--- src/rtl/snake_pkg.sv ---
// Shared heading encoding and pause-FSM state type for the snake game blocks.
package snake_pkg;

  localparam logic [1:0] DIR_UP    = 2'd0;
  localparam logic [1:0] DIR_DOWN  = 2'd1;
  localparam logic [1:0] DIR_LEFT  = 2'd2;
  localparam logic [1:0] DIR_RIGHT = 2'd3;

  typedef enum logic {
    ST_RUN   = 1'b0,
    ST_PAUSE = 1'b1
  } pause_state_t;

  // UP<->DOWN and LEFT<->RIGHT differ only in bit 0.
  function automatic logic [1:0] opposite(input logic [1:0] d);
    return d ^ 2'b01;
  endfunction

endpackage

--- src/rtl/dir_fifo.sv ---
// Small synchronous FIFO with head and tail visibility; pointers carry a wrap bit.
module dir_fifo #(
  parameter int DEPTH = 4,
  parameter int WIDTH = 2
) (
  input  logic                   clk,
  input  logic                   rst,
  input  logic                   push,
  input  logic                   pop,
  input  logic                   flush,
  input  logic [WIDTH-1:0]       din,
  output logic [WIDTH-1:0]       dout,
  output logic [WIDTH-1:0]       tail,
  output logic [$clog2(DEPTH):0] count,
  output logic                   full,
  output logic                   empty
);

  localparam int AW = $clog2(DEPTH);
  localparam logic [AW:0] PTR_ONE = {{AW{1'b0}}, 1'b1};

  logic [WIDTH-1:0] mem [DEPTH];
  logic [AW:0]      wr_ptr;
  logic [AW:0]      rd_ptr;
  logic [AW:0]      wr_last;
  logic             do_push;
  logic             do_pop;

  assign count   = wr_ptr - rd_ptr;
  assign empty   = (wr_ptr == rd_ptr);
  assign full    = (wr_ptr[AW] != rd_ptr[AW]) && (wr_ptr[AW-1:0] == rd_ptr[AW-1:0]);
  // A pop in the same cycle frees the slot, so a push into a full FIFO is legal then.
  assign do_pop  = pop && !empty;
  assign do_push = push && (!full || do_pop);
  assign wr_last = wr_ptr - PTR_ONE;
  assign dout    = mem[rd_ptr[AW-1:0]];
  assign tail    = mem[wr_last[AW-1:0]];

  always_ff @(posedge clk) begin
    if (do_push) mem[wr_ptr[AW-1:0]] <= din;
  end

  always_ff @(posedge clk) begin
    if (rst || flush) begin
      wr_ptr <= '0;
      rd_ptr <= '0;
    end else begin
      if (do_push) wr_ptr <= wr_ptr + PTR_ONE;
      if (do_pop)  rd_ptr <= rd_ptr + PTR_ONE;
    end
  end

endmodule

--- src/rtl/snake_dir_queue.sv ---
// Turns gamepad button levels into queued snake heading changes, applied one per step tick,
// and owns the START-toggled pause state.
module snake_dir_queue
  import snake_pkg::*;
#(
  parameter int         DEPTH    = 4,
  parameter logic [1:0] INIT_DIR = 2'd3
) (
  input  logic                   clk,
  input  logic                   rst,
  input  logic                   up,
  input  logic                   down,
  input  logic                   left,
  input  logic                   right,
  input  logic                   start,
  input  logic                   is_present,
  input  logic                   step_tick,
  output logic [1:0]             cur_dir,
  output logic                   dir_changed,
  output logic                   paused,
  output logic [$clog2(DEPTH):0] q_count,
  output logic                   q_full,
  output logic                   dropped
);

  logic [4:0]   btn_lvl;
  logic [4:0]   btn_prev_p0;
  logic [4:0]   btn_ev;
  pause_state_t state_q;
  pause_state_t state_d;
  logic         cand_vld;
  logic [1:0]   cand;
  logic [1:0]   ref_dir;
  logic         push;
  logic         pop;
  logic         reject;
  logic [1:0]   fifo_head;
  logic [1:0]   fifo_tail;
  logic         fifo_full;
  logic         fifo_empty;

  // Stage p0: edge detect against the previous-cycle button levels.
  assign btn_lvl = {up, down, left, right, start};
  assign btn_ev  = btn_lvl & ~btn_prev_p0;

  always_ff @(posedge clk) begin
    if (rst || !is_present) btn_prev_p0 <= '0;
    else                    btn_prev_p0 <= btn_lvl;
  end

  always_ff @(posedge clk) begin
    if (rst) state_q <= ST_PAUSE;
    else     state_q <= state_d;
  end

  always_comb begin
    state_d = state_q;
    if (!is_present)    state_d = ST_PAUSE;
    else if (btn_ev[0]) state_d = (state_q == ST_RUN) ? ST_PAUSE : ST_RUN;
  end

  always_comb begin
    paused = (state_q == ST_PAUSE);
  end

  // Lower-priority simultaneous presses are discarded without a dropped pulse.
  always_comb begin
    cand_vld = 1'b0;
    cand     = DIR_UP;
    if (is_present && !paused) begin
      if (btn_ev[4]) begin
        cand_vld = 1'b1;
        cand     = DIR_UP;
      end else if (btn_ev[3]) begin
        cand_vld = 1'b1;
        cand     = DIR_DOWN;
      end else if (btn_ev[2]) begin
        cand_vld = 1'b1;
        cand     = DIR_LEFT;
      end else if (btn_ev[1]) begin
        cand_vld = 1'b1;
        cand     = DIR_RIGHT;
      end
    end
  end

  // New turns are filtered against the last heading that will be in effect before them.
  assign ref_dir = fifo_empty ? cur_dir : fifo_tail;
  assign pop     = step_tick && is_present && !paused && !fifo_empty;
  assign reject  = cand_vld && ((cand == ref_dir) || (cand == opposite(ref_dir)) ||
                                (fifo_full && !pop));
  assign push    = cand_vld && !reject;

  dir_fifo #(
    .DEPTH (DEPTH),
    .WIDTH (2)
  ) u_fifo (
    .clk   (clk),
    .rst   (rst),
    .push  (push),
    .pop   (pop),
    .flush (!is_present),
    .din   (cand),
    .dout  (fifo_head),
    .tail  (fifo_tail),
    .count (q_count),
    .full  (fifo_full),
    .empty (fifo_empty)
  );

  assign q_full = fifo_full;

  // Stage p1: applied heading and event pulses.
  always_ff @(posedge clk) begin
    if (rst) begin
      cur_dir     <= INIT_DIR;
      dir_changed <= 1'b0;
      dropped     <= 1'b0;
    end else begin
      if (pop) cur_dir <= fifo_head;
      dir_changed <= pop;
      dropped     <= reject;
    end
  end

endmodule

--- config.mk ---
export PLATFORM = sky130hd
export DESIGN_NAME = snake_dir_queue
export DESIGN_NICKNAME = d
export VERILOG_FILES = /design/src/rtl/snake_pkg.sv /design/src/rtl/dir_fifo.sv /design/src/rtl/snake_dir_queue.sv
export SDC_FILE = /design/constraint.sdc
export NUM_CORES = 1
export LEC_CHECK = 0
export CAP_MARGIN = 0
export CORE_UTILIZATION = 52
export CTS_CLUSTER_SIZE = 20
export DETAILED_ROUTE_END_ITERATION = 8
export PLACE_DENSITY = 0.77
export SLEW_MARGIN = 20
export SYNTH_ARGS = -nofsm -noshare
export SYNTH_HDL_FRONTEND = slang
export SYNTH_SLANG_ARGS = --single-unit
--- constraint.sdc ---
create_clock -name clk -period 2.56 [get_ports clk]
set_input_delay 0.256 -clock clk [delete_from_list [all_inputs] [get_ports clk]]
set_output_delay 0.256 -clock clk [all_outputs]
set_load 0.05 [all_outputs]
* Word level (Yosys, flattened, before mapping)
Memories as Yosys holds them, arrays and structs flattened. A register that Yosys moved wholly into a read port is not among the register bits. Cells that the tools add are included.
Word-level totals: register bits 14, bits in latches 0, RAM bits 8, memory bits (read-only) 0, output and inout port bits 9, memories 1
Memories:
- u_fifo.mem | words 4, bits a word 2, rd ports 2, clocked after memory_dff 1, wr ports 1, line dir_fifo.sv:22 | logic [WIDTH-1:0] mem [DEPTH];
Cells by class: add/subtract/negate cells 4, $mul 0, div/mod/pow operators 0, order comparisons 0, eq/ne operators 5, shift operators 0, muxes and demuxes 14, bitwise gates (word level) 4, reduce and logical (&&, ||, !) cells 21
Operators with widths (number):
- 2-bit two-way mux | 6
- 1-bit logical AND | 10
- 1-bit two-way mux | 8
- 3-bit by 1-bit adder with 3-bit output, second input constant | 2
- 2-bit equality test | 3
- 1-bit zero test | 6
- 5-bit bitwise AND | 1
- 5-bit NOT | 1
- 1-bit logical OR | 4
- 3-bit equality test | 1
- 3-bit subtractor | 1
- 1-bit NOT | 2
- 2-bit OR reduction | 1
- 2-bit by 1-bit subtractor with 2-bit output, second input constant | 1
- 1-bit inequality test | 1

* Logic depth before layout (Yosys ltp)
Gate-level depths: netlist (run 1).
depth after elaboration 16, mapped depth 7, mapped depth without buffers 7

* Modules after synthesis
From an unflattened synthesis (run 1), not the netlist that was laid out.
Unflattened totals: cells, all modules 113, area, all modules 1297.5 um^2
By module, submodules not included:
- dir_fifo | instances 1, cells an instance 67, area each 845.8 um^2, sequential area each 400.4 um^2
- snake_dir_queue | instances 1, cells an instance 46, area each 451.7 um^2, sequential area each 200.2 um^2

* Least setup slack after synthesis (run 1)
Ideal clock, no wire load.
path kind register to register, from register state_q, in the netlist paused, to memory u_fifo.mem[1][0] (enable), arrival 1.904 ns, path slack 0.346 ns, stages on the path, launching flop included 6, cell sequence dfxtp_1 nand2b_1 a2111oi_1 and4_1 nor2_1 nor2b_1
On the way: longest elaborated chain between the ends 12
Ends and longest elaborated chain:
- from (decl) | line snake_dir_queue.sv:29 | pause_state_t state_q;
- from (signal assigned) | line snake_dir_queue.sv:53 | else state_q <= state_d;
- 1-bit zero test * | line snake_dir_queue.sv:70 | if (is_present && !paused) begin
- 1-bit logical AND * | line snake_dir_queue.sv:70
- 2-bit two-way mux * | line snake_dir_queue.sv:70
- net cand[1] | line snake_dir_queue.sv:32 | logic [1:0] cand;
- 2-bit equality test | line snake_dir_queue.sv:90 | assign reject = cand_vld && ((cand == ref_dir) || (cand == opposite(ref_dir)) ||
- 1-bit logical OR * (2 in series) | line snake_dir_queue.sv:90
- 1-bit logical AND * | line snake_dir_queue.sv:90
- 1-bit zero test * | line snake_dir_queue.sv:92 | assign push = cand_vld && !reject;
- 1-bit logical AND * | line snake_dir_queue.sv:92
- 1-bit logical AND * | line dir_fifo.sv:34 | assign do_push = push && (!full || do_pop);
- 1-bit two-way mux * | line dir_fifo.sv:40 | if (do_push) mem[wr_ptr[AW-1:0]] <= din;
- 1-bit two-way mux (implied by the code) * | line dir_fifo.sv:40
- to (decl) | line dir_fifo.sv:22
The timed path passes the listed nets; every way through them passes the cells marked *.

* Worst setup path after layout (run 1)
from register u_fifo.wr_ptr[1], to memory u_fifo.mem[3][1] (enable)
On the way: longest elaborated chain between the ends 13
Ends and longest elaborated chain:
- from (decl) | line dir_fifo.sv:23 | logic [AW:0] wr_ptr;
- from (signal assigned) | line dir_fifo.sv:48 | if (do_push) wr_ptr <= wr_ptr + PTR_ONE;
- 2-bit by 1-bit subtractor with 2-bit output | line dir_fifo.sv:35 | assign wr_last = wr_ptr - PTR_ONE;
- memory 4 x 2 bit
- 2-bit two-way mux | line snake_dir_queue.sv:88 | assign ref_dir = fifo_empty ? cur_dir : fifo_tail;
- 1-bit NOT (no line)
- 2-bit equality test | line snake_dir_queue.sv:90
- 1-bit logical OR (2 in series) | line snake_dir_queue.sv:90
- 1-bit logical AND | line snake_dir_queue.sv:90
- 1-bit zero test | line snake_dir_queue.sv:92
- 1-bit logical AND | line snake_dir_queue.sv:92
- 1-bit logical AND | line dir_fifo.sv:34
- 1-bit two-way mux | line dir_fifo.sv:40
- 1-bit two-way mux (implied by the code) | line dir_fifo.sv:40
Several ways; a longest one is shown, not always the timed one.

==> impl_metrics.py, run 1 <==
metrics = {
    "die": {
        "std_cell_rows": 17,
        "die_area_mm2": 0.00257,
        "die_x_extent_um": 50.7,
        "die_h_um": 50.7,
        "floorplan.core_area_mm2": 0.00221,
        "ios": 18,
        "initial_core_util_pct": 55.7,
    },
    "grt": {
        "grt.total_usage_pct": 20.5,
        "via_count_of_the_first_global_routing_pass": 864,
        "global_route_wire_length_before_repair_um": 3760,
        "grt_antenna_before_repair": 0,
        "globalRouteOverflowTotal": 0,
        "pin_count_of_the_biggest_net_entering_global_routing": 15,
    },
    "clocking": {
        "cts_tree": "built",
        "clkTransAtPathRegs_ns": 0.13,
        "clk_path_buf_depth": 2,
        "clock_tree.root_cell": "clkbuf_4",
        "insertion_delay_ns": 0.32,
        "cts_hold_repair.buffers": 0,
        "cts.htree.levels": 1,
        "cts.sinks": 24,
        "cts-buffers-inserted": 3,
    },
    "synthesis": {
        "yosys-top-cells-area": "dfxtp_1, edfxtp_1, ha_1, mux4_2, nor2b_1",
        "synthesis.area_mm2": 0.00123,
        "synth_area_leader_cell": "dfxtp_1",
        "yosysUniqueCellTypes": 35,
        "yosys_warnings": 0,
        "yosysTopAreaCellShare_pct": 26.0,
        "mappedNetlistNets": 124,
        "syn-instance-count": 107,
        "postSynthRegisterBits": 24,
        "yosysSeqAreaShare_pct": 45.5,
        "average_cell_area_after_synthesis_um2": 11.5,
    },
    "worst_setup_path": {
        "cp.required_ns": 2.56,
        "worstPathArrival_ns": 2.38,
        "crit_path_max_fanout": 5,
        "timing_worst_setup_path_type": "flip-flop to flip-flop",
        "crit-reg2reg-capture": "u_fifo.mem[3][1]",
        "worstRegToRegCells": 6,
        "rrSetupSlack_ns": 0.18,
        "timing.critical_path.to_type": "flip-flop",
        "critical_path.startpoint_type": "flip-flop",
        "worstReg2RegStart": "u_fifo.wr_ptr[1]",
    },
    "sta": {
        "setup_violation_total_in_the_final_timing_report": 0,
        "timing.fmax_mhz": 420,
        "final.period_utilization_pct": 93.0,
        "period_minus_slack_ns": 2.38,
        "setup_total_negative_slack_ns": 0,
        "fin_worst_skew_ns": 0.00385,
        "relSlewSlack_pct": 50.7,
        "rsz_0062_raised_after_global_routing": "false",
        "final_max_slew_viol_count": 0,
        "worst-slew-pin-transition_ns": 0.738,
        "report.final.hold_viol_count": 0,
    },
    "drt": {
        "drt_drc_violations_left": 0,
        "wire_per_inst_um": 13.8,
        "route.antenna.remaining_nets": 0,
        "detail_route.iter0.violations": 23,
        "vias_per_cell": 5.50,
        "first_pass_detailed_route_iteration_total": 4,
        "wirelength_um": 2220,
        "route.vias.total": 885,
    },
    "placed_design": {
        "post_dp_cell_area_mm2": 0.00147,
        "dpl.hpwl_um": 1760,
        "gpl.final_weighted_congestion": 0.800,
        "buffer_ports.inserted": 17,
    },
    "hold_path": {
        "min_path_type": "primary input to flip-flop",
        "min_from": "up",
        "min_delay_worst_endpoint": "btn_prev_p0[4]",
        "min_delay_path_depth": 2,
    },
    "power": {
        "leakagePower_nw": 0.581,
        "ir_drop_worst_vdd_mv": 0.409,
        "power_density_mw_per_mm2": 480,
    },
    "cells_and_area": {
        "final_net_count": 151,
        "cell_area_after_layout_mm2": 0.00152,
        "fill_cells": 175,
        "final_layout_size_suffix_gt1_share_pct": 15.0,
        "multi_input_area_um2": 637,
        "num_antenna_cells": 0,
        "seqCellArea_um2": 561,
        "layout_overhead_on_the_synthesized_area_pct": 23.8,
    },
    "run_status": {
        "status": "finished clean",
    },
    "run": {
        "max_cap_viol_count": 0,
    },
}
-- layer usage --
metal | track usage, % | part of all wire, %
met1 | 26.4 | 45
met2 | 32.7 | 49
met3 | 6.36 | 5.3
met4 | 6.48 | 0.63
met5 | 0 | 0
-- power by group --
part	switching (mW)	internal (mW)
clock network	0.120	0.158
logic	0.0279	0.0258
registers	0.00236	0.397
total	0.150	0.581
-- how the worst max path moves through the flow --
stage                     cells after the start  slack [ns]             start               end
after global routing                          7        0.06  u_fifo.wr_ptr[1]  u_fifo.mem[0][1]
final                                         6        0.18  u_fifo.wr_ptr[1]  u_fifo.mem[3][1]
after floorplan                               5        0.35            paused  u_fifo.mem[1][0]
after detailed placement                      6        0.20  u_fifo.wr_ptr[1]  u_fifo.mem[3][0]
after CTS                                     5        0.11  u_fifo.wr_ptr[0]            q_full
after global placement                        6        0.22  u_fifo.wr_ptr[1]  u_fifo.mem[3][0]
-- cell usage in the layout (no fill, tap or decap), types with 3 or more instances in the layout --
cell and n:
nand2b_1 5, clkdlybuf4s50_1 14, ha_1 7, nor3_1 3, nor2b_1 9, xnor2_1 3
nor2_1 8, edfxtp_1 8, and2_1 5, nand2_1 4, mux4_2 3, dfxtp_1 16
buf_4 7, inv_1 9, clkbuf_4 3
-- metrics by stage --
| step | power [mW] | hold WS [ns] | instances | setup WS, ns | util [%] |
|---|---|---|---|---|---|
| 5_1_grt | 0.755 | 0.478 | 161 | 0.0618 | 68.9 |
| 3_3_place_gp | 0.460 | 0.443 | 157 | 0.217 | 66.4 |
| 6_report | 0.731 | 0.495 | 161 | 0.180 | 68.9 |
| 4_1_cts | 0.735 | 0.488 | 161 | 0.107 | 68.8 |
| 2_1_floorplan | 0.437 | 0.328 | 107 | 0.346 | - |
| 3_5_place_dp | 0.461 | 0.482 | 157 | 0.204 | 66.4 |
-- cell families (layout without fill, tap and decap cells) --
family / after synthesis / after routing / share of synthesized area, %
adders and majority gates: 8 / 8 / 8.74
buffers and inverters: 9 / 35 / 2.74
and+or+nand+nor: 42 / 42 / 19.6
DFF: 24 / 24 / 45.5
xor gates and xnor gates: 6 / 6 / 4.88
muxes: 5 / 5 / 7.11
AOI/OAI and AO/OA: 13 / 13 / 11.4
-- cell usage after synthesis, drive strengths merged --
library cell / count
dfxtp: 16
inv: 9
nor2b: 9
edfxtp: 8
nor2: 8
ha: 7
and2: 5
nand2b: 5
nand2: 4
nor3: 4
xnor2: 4
a2111oi: 3
mux4: 3
a211o: 2
mux2i: 2
nand4: 2
o21ai: 2
xor2: 2
a21o: 1
a21oi: 1
a31oi: 1
and4: 1
fa: 1
nand3: 1
nor3b: 1
nor4: 1
o2111ai: 1
o211ai: 1
o41ai: 1
or3: 1
-- what timing repair did --
item	in CTS	in global routing
endpoints found under the setup margin	0	1
resized for setup	0	1
setup buffers	0	0
-- layout make-up --
cell class                 count  share of cell area [%]
sequential                    24                    36.8
clock inverter                 1                    1.97
inverter                       9                    2.22
clock buffer                   3                    1.48
timing repair buffer          22                    13.5
tap                           28                    2.30
multi-input combinational     74                    41.8
-- state kept, by name, indices dropped and copies added, names as in the netlist --
signal,flops
dir_changed,1
u_fifo.wr_ptr,3
dropped,1
u_fifo.mem,8
btn_prev_p0,5
paused,1
cur_dir,2
u_fifo.rd_ptr,3
-- critical path: stages (launching register included) --
cell       delay [ns]
dfxtp_1          0.44
inv_1            0.16
ha_1             0.35
mux4_2           0.31
o21ai_2          0.15
nand4_1          0.19
a2111oi_4        0.45
No activity file was read; power rests on OpenSTA's default activity.
==> run 2, diff against run 1 <==
--- a/config.mk
+++ b/config.mk
@@ -5,11 +5,13 @@
 export SDC_FILE = /design/constraint.sdc
 export NUM_CORES = 1
 export LEC_CHECK = 0
+export ABC_AREA = 1
 export CAP_MARGIN = 0
-export CORE_UTILIZATION = 52
+export CORE_UTILIZATION = 53
 export CTS_CLUSTER_SIZE = 20
 export DETAILED_ROUTE_END_ITERATION = 8
-export PLACE_DENSITY = 0.77
+export PLACE_DENSITY = 0.78
+export SKIP_LAST_GASP = 1
 export SLEW_MARGIN = 20
 export SYNTH_ARGS = -nofsm -noshare
 export SYNTH_HDL_FRONTEND = slang
==> impl_metrics.py, run 2 <==
metrics = {
    "worst_setup_path": {
        "slowest_delay_ns": 0.79,
        "critPathSlowestCell": "clkdlybuf4s50_1",
        "critical_path.startpoint_type": "flip-flop",
        "worstRegToRegCells": 9,
        "critPathLaunch": "u_fifo.wr_ptr[0]",
        "crit_path_max_fanout": 6,
        "series_of_cell_instances_along_the_critical_path": "inv_2 > ha_1 > inv_1 > clkdlybuf4s50_1",
        "critical_path.top_delay_family": "buffers and inverters",
        "rrSetupSlack_ns": 0.43,
        "crit_cells": 4,
        "crit-reg2reg-capture": "u_fifo.mem[0][1]",
        "worstPathArrival_ns": 2.03,
        "worstReg2RegStart": "u_fifo.wr_ptr[0]",
        "crit_path_capture": "q_count[0]",
        "critical_path_buf_inv_count": 3,
        "timing.critical_path.to_type": "primary output",
        "cp.required_ns": 2.30,
        "timing_worst_setup_path_type": "flip-flop to primary output",
    },
    "die": {
        "ios": 18,
        "die_area_mm2": 0.00263,
        "std_cell_rows": 17,
        "floorplan.core_area_mm2": 0.00225,
        "initial_core_util_pct": 57.0,
        "die_h_um": 51.2,
        "die_x_extent_um": 51.2,
    },
    "drt": {
        "wirelength_um": 2640,
        "drt_drc_violations_left": 0,
        "route.antenna.remaining_nets": 0,
        "first_pass_detailed_route_iteration_total": 4,
        "route.vias.total": 1062,
        "vias_per_cell": 5.31,
        "wire_per_inst_um": 13.2,
        "detail_route.iter0.violations": 27,
    },
    "sta": {
        "timing.fmax_mhz": 438,
        "fin_worst_skew_ns": 0.00517,
        "report.final.hold_viol_count": 0,
        "worst-slew-pin-transition_ns": 0.491,
        "relSlewSlack_pct": 67.0,
        "final.period_utilization_pct": 89.1,
        "period_minus_slack_ns": 2.28,
        "final_max_slew_viol_count": 0,
        "hold_slack_ns": 0.474,
        "setup_total_negative_slack_ns": 0,
        "rsz_0062_raised_after_global_routing": "false",
        "setup_violation_total_in_the_final_timing_report": 0,
    },
    "synthesis": {
        "yosys_warnings": 0,
        "synth_commonest_cells": "inv_1, nand2_1, nor2_1",
        "postSynthRegisterBits": 24,
        "yosys-top-cells-area": "dfxtp_1, edfxtp_1, inv_1, ha_1, nand2_1",
        "yosysTopAreaCellShare_pct": 24.9,
        "mappedNetlistNets": 168,
        "synth_area_leader_cell": "dfxtp_1",
        "ys_dominant_reg_cell": "dfxtp_1",
        "async_flop_share_pct": 0,
        "synthMostInstantiatedCell": "inv_1",
        "average_cell_area_after_synthesis_um2": 8.51,
        "synthesis.area_mm2": 0.00128,
        "yosysUniqueCellTypes": 28,
        "synth_edf_count": 8,
        "syn-instance-count": 151,
        "yosysSeqAreaShare_pct": 43.6,
    },
    "clocking": {
        "clock_tree.root_cell": "clkbuf_4",
        "cts.repair.resized": 0,
        "cts.htree.levels": 1,
        "clkTransAtPathRegs_ns": 0.13,
        "cts_hold_repair.buffers": 0,
        "cts.sinks": 24,
        "cts-buffers-inserted": 3,
        "cts_tree": "built",
        "insertion_delay_ns": 0.31,
        "clk_path_buf_depth": 2,
        "post-cts-setup-buffer-count": 0,
    },
    "run": {
        "max_cap_viol_count": 0,
    },
    "power": {
        "power.internal_uw": 482,
        "power.share.switching_pct": 24.2,
        "seqPwrFrac_pct": 63.0,
        "leakagePower_nw": 0.667,
        "ir_drop_worst_vdd_mv": 0.444,
        "comb_power_share_pct": 9.5,
        "netSwitchingPower_uw": 154,
        "power_density_mw_per_mm2": 420,
        "share_clk_of_total_power_pct": 27.5,
        "totalPowerFinal_uw": 635,
    },
    "grt": {
        "grt_antenna_before_repair": 0,
        "pin_count_of_the_biggest_net_entering_global_routing": 14,
        "globalRouteOverflowTotal": 0,
        "via_count_of_the_first_global_routing_pass": 991,
        "grt.total_usage_pct": 23.2,
        "global_route_wire_length_before_repair_um": 4370,
    },
    "cells_and_area": {
        "layout.cells.most_common_list": "inv_1, nand2_1, nor2_1, dfxtp_1, clkdlybuf4s50_1",
        "final_common_cell": "inv_1",
        "final_layout_size_suffix_gt1_share_pct": 14.5,
        "num_antenna_cells": 0,
        "layout_overhead_on_the_synthesized_area_pct": 17.8,
        "largest_register_ffs": 8,
        "final_net_count": 190,
    },
    "placed_design": {
        "buffer_ports.inserted": 17,
        "gpl.final_weighted_congestion": 0.818,
        "dpl.hpwl_um": 2150,
    },
    "hold_path": {
        "min_path_type": "primary input to flip-flop",
    },
    "run_status": {
        "status": "finished clean",
    },
}
-- run 2: cell types whose count changed in the layout (fill, tap and decap cells not counted), moves of 3 or more --
cell,previous run,this run
nand2b_1,5,0
nand2_2,0,4
nand3_2,0,4
inv_1,9,25
nor2b_1,9,0
nand3_1,1,8
nor2_1,8,20
o21ai_0,1,8
inv_2,0,4
buf_4,7,2
mux4_2,3,0
and2_1,5,0
nand2_1,4,23
-- run 2: how the worst min path moves through the flow --
stage	startpoint	to	slack, ns	depth (start not counted)
detailed placement	cur_dir[0]	cur_dir[0]	0.46	2
CTS	left	btn_prev_p0[2]	0.48	3
floorplan	rst	dir_changed	0.33	1
finish	left	btn_prev_p0[2]	0.47	3
global placement	cur_dir[0]	cur_dir[0]	0.45	2
global route	left	btn_prev_p0[2]	0.50	3
-- run 2: layout make-up --
| type | instances | area, µm² |
|---|---|---|
| multi-input cells | 98 | 616 |
| clock buffers | 4 | 26.3 |
| inverters | 29 | 109 |
| repair buffers | 17 | 168 |
| flip-flops and latches | 24 | 561 |
| well taps | 28 | 35.0 |
| fillers | 196 | 741 |
-- run 2: worst min-delay path, cell delays in order --
cell and delay [ns]:
clkdlybuf4s50_1 0.41, inv_1 0.06, nor2_1 0.03
-- run 2: cell families after synthesis --
| kind of cell | Yosys count | synth area share (%) |
|---|---|---|
| DFF | 24 | 43.6 |
| AOI/OAI and AO/OA | 17 | 8.86 |
| buffers and inverters | 29 | 8.47 |
| and+or+nand+nor | 69 | 27.8 |
| muxes | 2 | 1.56 |
| xor gates and xnor gates | 2 | 1.36 |
| adders and majority gates | 8 | 8.37 |
-- run 2: metrics by stage --
stage | cell area (µm²) | util (%) | worst slack [ns] | cells
3_3_place_gp | 1490 | 65.9 | 0.437 | 196
5_1_grt | 1510 | 67.1 | 0.205 | 200
2_1_floorplan | 1280 | - | 0.417 | 151
4_1_cts | 1510 | 67.0 | 0.00818 | 200
3_5_place_dp | 1490 | 65.9 | 0.364 | 196
6_report | 1510 | 67.1 | 0.279 | 200
-- run 2: power by group through the flow --
stage | registers, mW | clock network, mW | logic (mW)
2_1_floorplan | 0.411 | 0 | 0.0334
3_3_place_gp | 0.408 | 0 | 0.0583
3_5_place_dp | 0.409 | 0 | 0.0604
4_1_cts | 0.400 | 0.174 | 0.0608
5_1_grt | 0.401 | 0.184 | 0.0676
6_report | 0.400 | 0.175 | 0.0603
-- run 2: per-layer routing --
layer	part of all wire, %	wire length, µm	track usage [%]	vias to the layer above
li1	-	-	-	528
met5	0	0	0	-
met3	4.8	128	4.17	4
met1	41	1090	26.3	493
met2	53	1400	42.8	37
met4	1.1	28	8.56	0
==> run 3, diff against run 2 <==
--- a/config.mk
+++ b/config.mk
@@ -7,6 +7,7 @@
 export LEC_CHECK = 0
 export ABC_AREA = 1
 export CAP_MARGIN = 0
+export CORE_MARGIN = 8
 export CORE_UTILIZATION = 53
 export CTS_CLUSTER_SIZE = 20
 export DETAILED_ROUTE_END_ITERATION = 8
==> impl_metrics.py, run 3 (synthesized netlist as in run 2, its figures left out) <==
metrics = {
    "run_status": {
        "status": "finished clean",
    },
    "drt": {
        "first_pass_detailed_route_iteration_total": 4,
        "wire_per_inst_um": 13.2,
        "vias_per_cell": 5.05,
        "detail_route.iter0.violations": 49,
        "route.antenna.remaining_nets": 0,
        "wirelength_um": 2670,
        "route.vias.total": 1020,
        "drt_drc_violations_left": 0,
    },
    "grt": {
        "grt.total_usage_pct": 13.6,
        "global_route_wire_length_before_repair_um": 4530,
        "grt_antenna_before_repair": 0,
        "pin_count_of_the_biggest_net_entering_global_routing": 14,
        "via_count_of_the_first_global_routing_pass": 1010,
        "globalRouteOverflowTotal": 0,
    },
    "placed_design": {
        "dpl.hpwl_um": 2140,
        "post_dp_cell_area_mm2": 0.00149,
        "buffer_ports.inserted": 17,
        "number_of_placed_instances_with_taps_included": 198,
        "gpl.final_weighted_congestion": 0.824,
    },
    "clocking": {
        "clkTransAtPathRegs_ns": 0.13,
        "insertion_delay_ns": 0.32,
        "cts-buffers-inserted": 3,
        "post-cts-setup-buffer-count": 0,
        "cts_tree": "built",
        "cts.htree.levels": 1,
        "clock_tree.root_cell": "clkbuf_4",
        "cts.sinks": 24,
        "clk_path_buf_depth": 2,
    },
    "run": {
        "max_cap_viol_count": 0,
    },
    "sta": {
        "report.final.hold_viol_count": 0,
        "timing.fmax_mhz": 434,
        "final_max_slew_viol_count": 0,
        "hold_slack_ns": 0.468,
        "setup_total_negative_slack_ns": 0,
        "setup_violation_total_in_the_final_timing_report": 0,
        "fin_worst_skew_ns": 0.00952,
        "relSlewSlack_pct": 65.9,
        "worst-slew-pin-transition_ns": 0.509,
        "rsz_0062_raised_after_global_routing": "false",
        "period_minus_slack_ns": 2.30,
        "final.period_utilization_pct": 90.0,
    },
    "die": {
        "initial_core_util_pct": 53.8,
        "die_x_extent_um": 65.2,
        "floorplan.core_area_mm2": 0.00239,
        "std_cell_rows": 18,
        "ios": 18,
        "die_h_um": 65.2,
        "die_area_mm2": 0.00426,
    },
    "cells_and_area": {
        "final_common_cell": "inv_1",
        "cell_area_after_layout_mm2": 0.00152,
        "final_layout_size_suffix_gt1_share_pct": 15.1,
        "final_cells": 202,
        "layout_overhead_on_the_synthesized_area_pct": 18.5,
        "largest_register_ffs": 8,
        "num_antenna_cells": 0,
        "fill_cells": 214,
        "final_net_count": 190,
        "multi_input_area_um2": 616,
        "seqCellArea_um2": 561,
        "layout.cells.most_common_list": "inv_1, nand2_1, nor2_1, dfxtp_1, clkdlybuf4s50_1",
    },
    "power": {
        "power_density_mw_per_mm2": 435,
        "leakagePower_nw": 0.659,
        "totalPowerFinal_uw": 662,
        "ir_drop_worst_vdd_mv": 0.351,
    },
    "worst_setup_path": {
        "worstPathArrival_ns": 2.05,
        "worstRegToRegCells": 9,
        "worstReg2RegStart": "u_fifo.wr_ptr[0]",
        "cp.required_ns": 2.30,
        "crit-reg2reg-capture": "u_fifo.mem[2][1]",
        "critical_path.startpoint_type": "flip-flop",
        "rrSetupSlack_ns": 0.40,
        "timing_worst_setup_path_type": "flip-flop to primary output",
        "crit_path_max_fanout": 6,
        "timing.critical_path.to_type": "primary output",
    },
    "hold_path": {
        "min_delay_worst_endpoint": "btn_prev_p0[3]",
        "min_delay_path_depth": 3,
        "min_from": "down",
        "min_path_type": "primary input to flip-flop",
    },
}
-- run 3: changes by cell type in the layout (fill, tap and decap cells not counted), sizes merged --
cell | before | now
dlygate4sd2 | 0 | 1
dlymetal6s2s | 1 | 0
-- run 3: worst max-delay path by stage --
| stage | slack [ns] | start | endpoint |
|---|---|---|---|
| final | 0.26 | u_fifo.wr_ptr[0] | q_count[0] |
| after global routing | 0.16 | u_fifo.wr_ptr[0] | q_count[0] |
| after CTS | 0.24 | u_fifo.wr_ptr[0] | q_count[0] |
| after detailed placement | 0.37 | u_fifo.wr_ptr[0] | q_full |
| after global placement | 0.43 | u_fifo.wr_ptr[0] | q_full |
| after floorplan | 0.42 | u_fifo.wr_ptr[0] | q_count[2] |
-- run 3: per-layer routing --
metal / routed length (µm) / vias up / global-route usage (%)
met3: 152 / 7 / 3.40
met2: 1320 / 24 / 23.7
met4: 68 / 0 / 6.81
li1: - / 526 / -
met1: 1130 / 463 / 14.9
met5: 0 / - / 0
-- run 3: worst max-delay path, stage by stage, from the launching register on --
cell and delay (ns):
dfxtp_1 0.46, inv_2 0.11, ha_1 0.31, inv_1 0.06, clkdlybuf4s50_1 0.79
-- run 3: per-stage QoR --
stage                     setup WS, ns  util (%)
after floorplan                  0.417         -
after CTS                        0.241      63.8
after global placement           0.428      62.3
after detailed placement         0.374      62.3
after global routing             0.156      63.8
final                            0.255      63.8
-- run 3: final cells by class --
type | count | share of cell area [%]
tap | 30 | 2.47
clock buffer | 4 | 2.38
sequential | 24 | 36.8
inverter | 29 | 7.15
multi-input combinational | 98 | 40.4
timing repair buffer | 17 | 10.8
-- run 3: timing repair --
action	CTS	global route
setup endpoints to repair	1	0
gates resized for setup	1	0
hold buffers	0	0
-- run 3: power breakdown --
group / internal, mW / leakage (nW) / switching (mW)
clock: 0.0871 / 0.0210 / 0.115
combinational: 0.0241 / 0.441 / 0.0361
sequential: 0.397 / 0.197 / 0.00316
total: 0.508 / 0.659 / 0.154
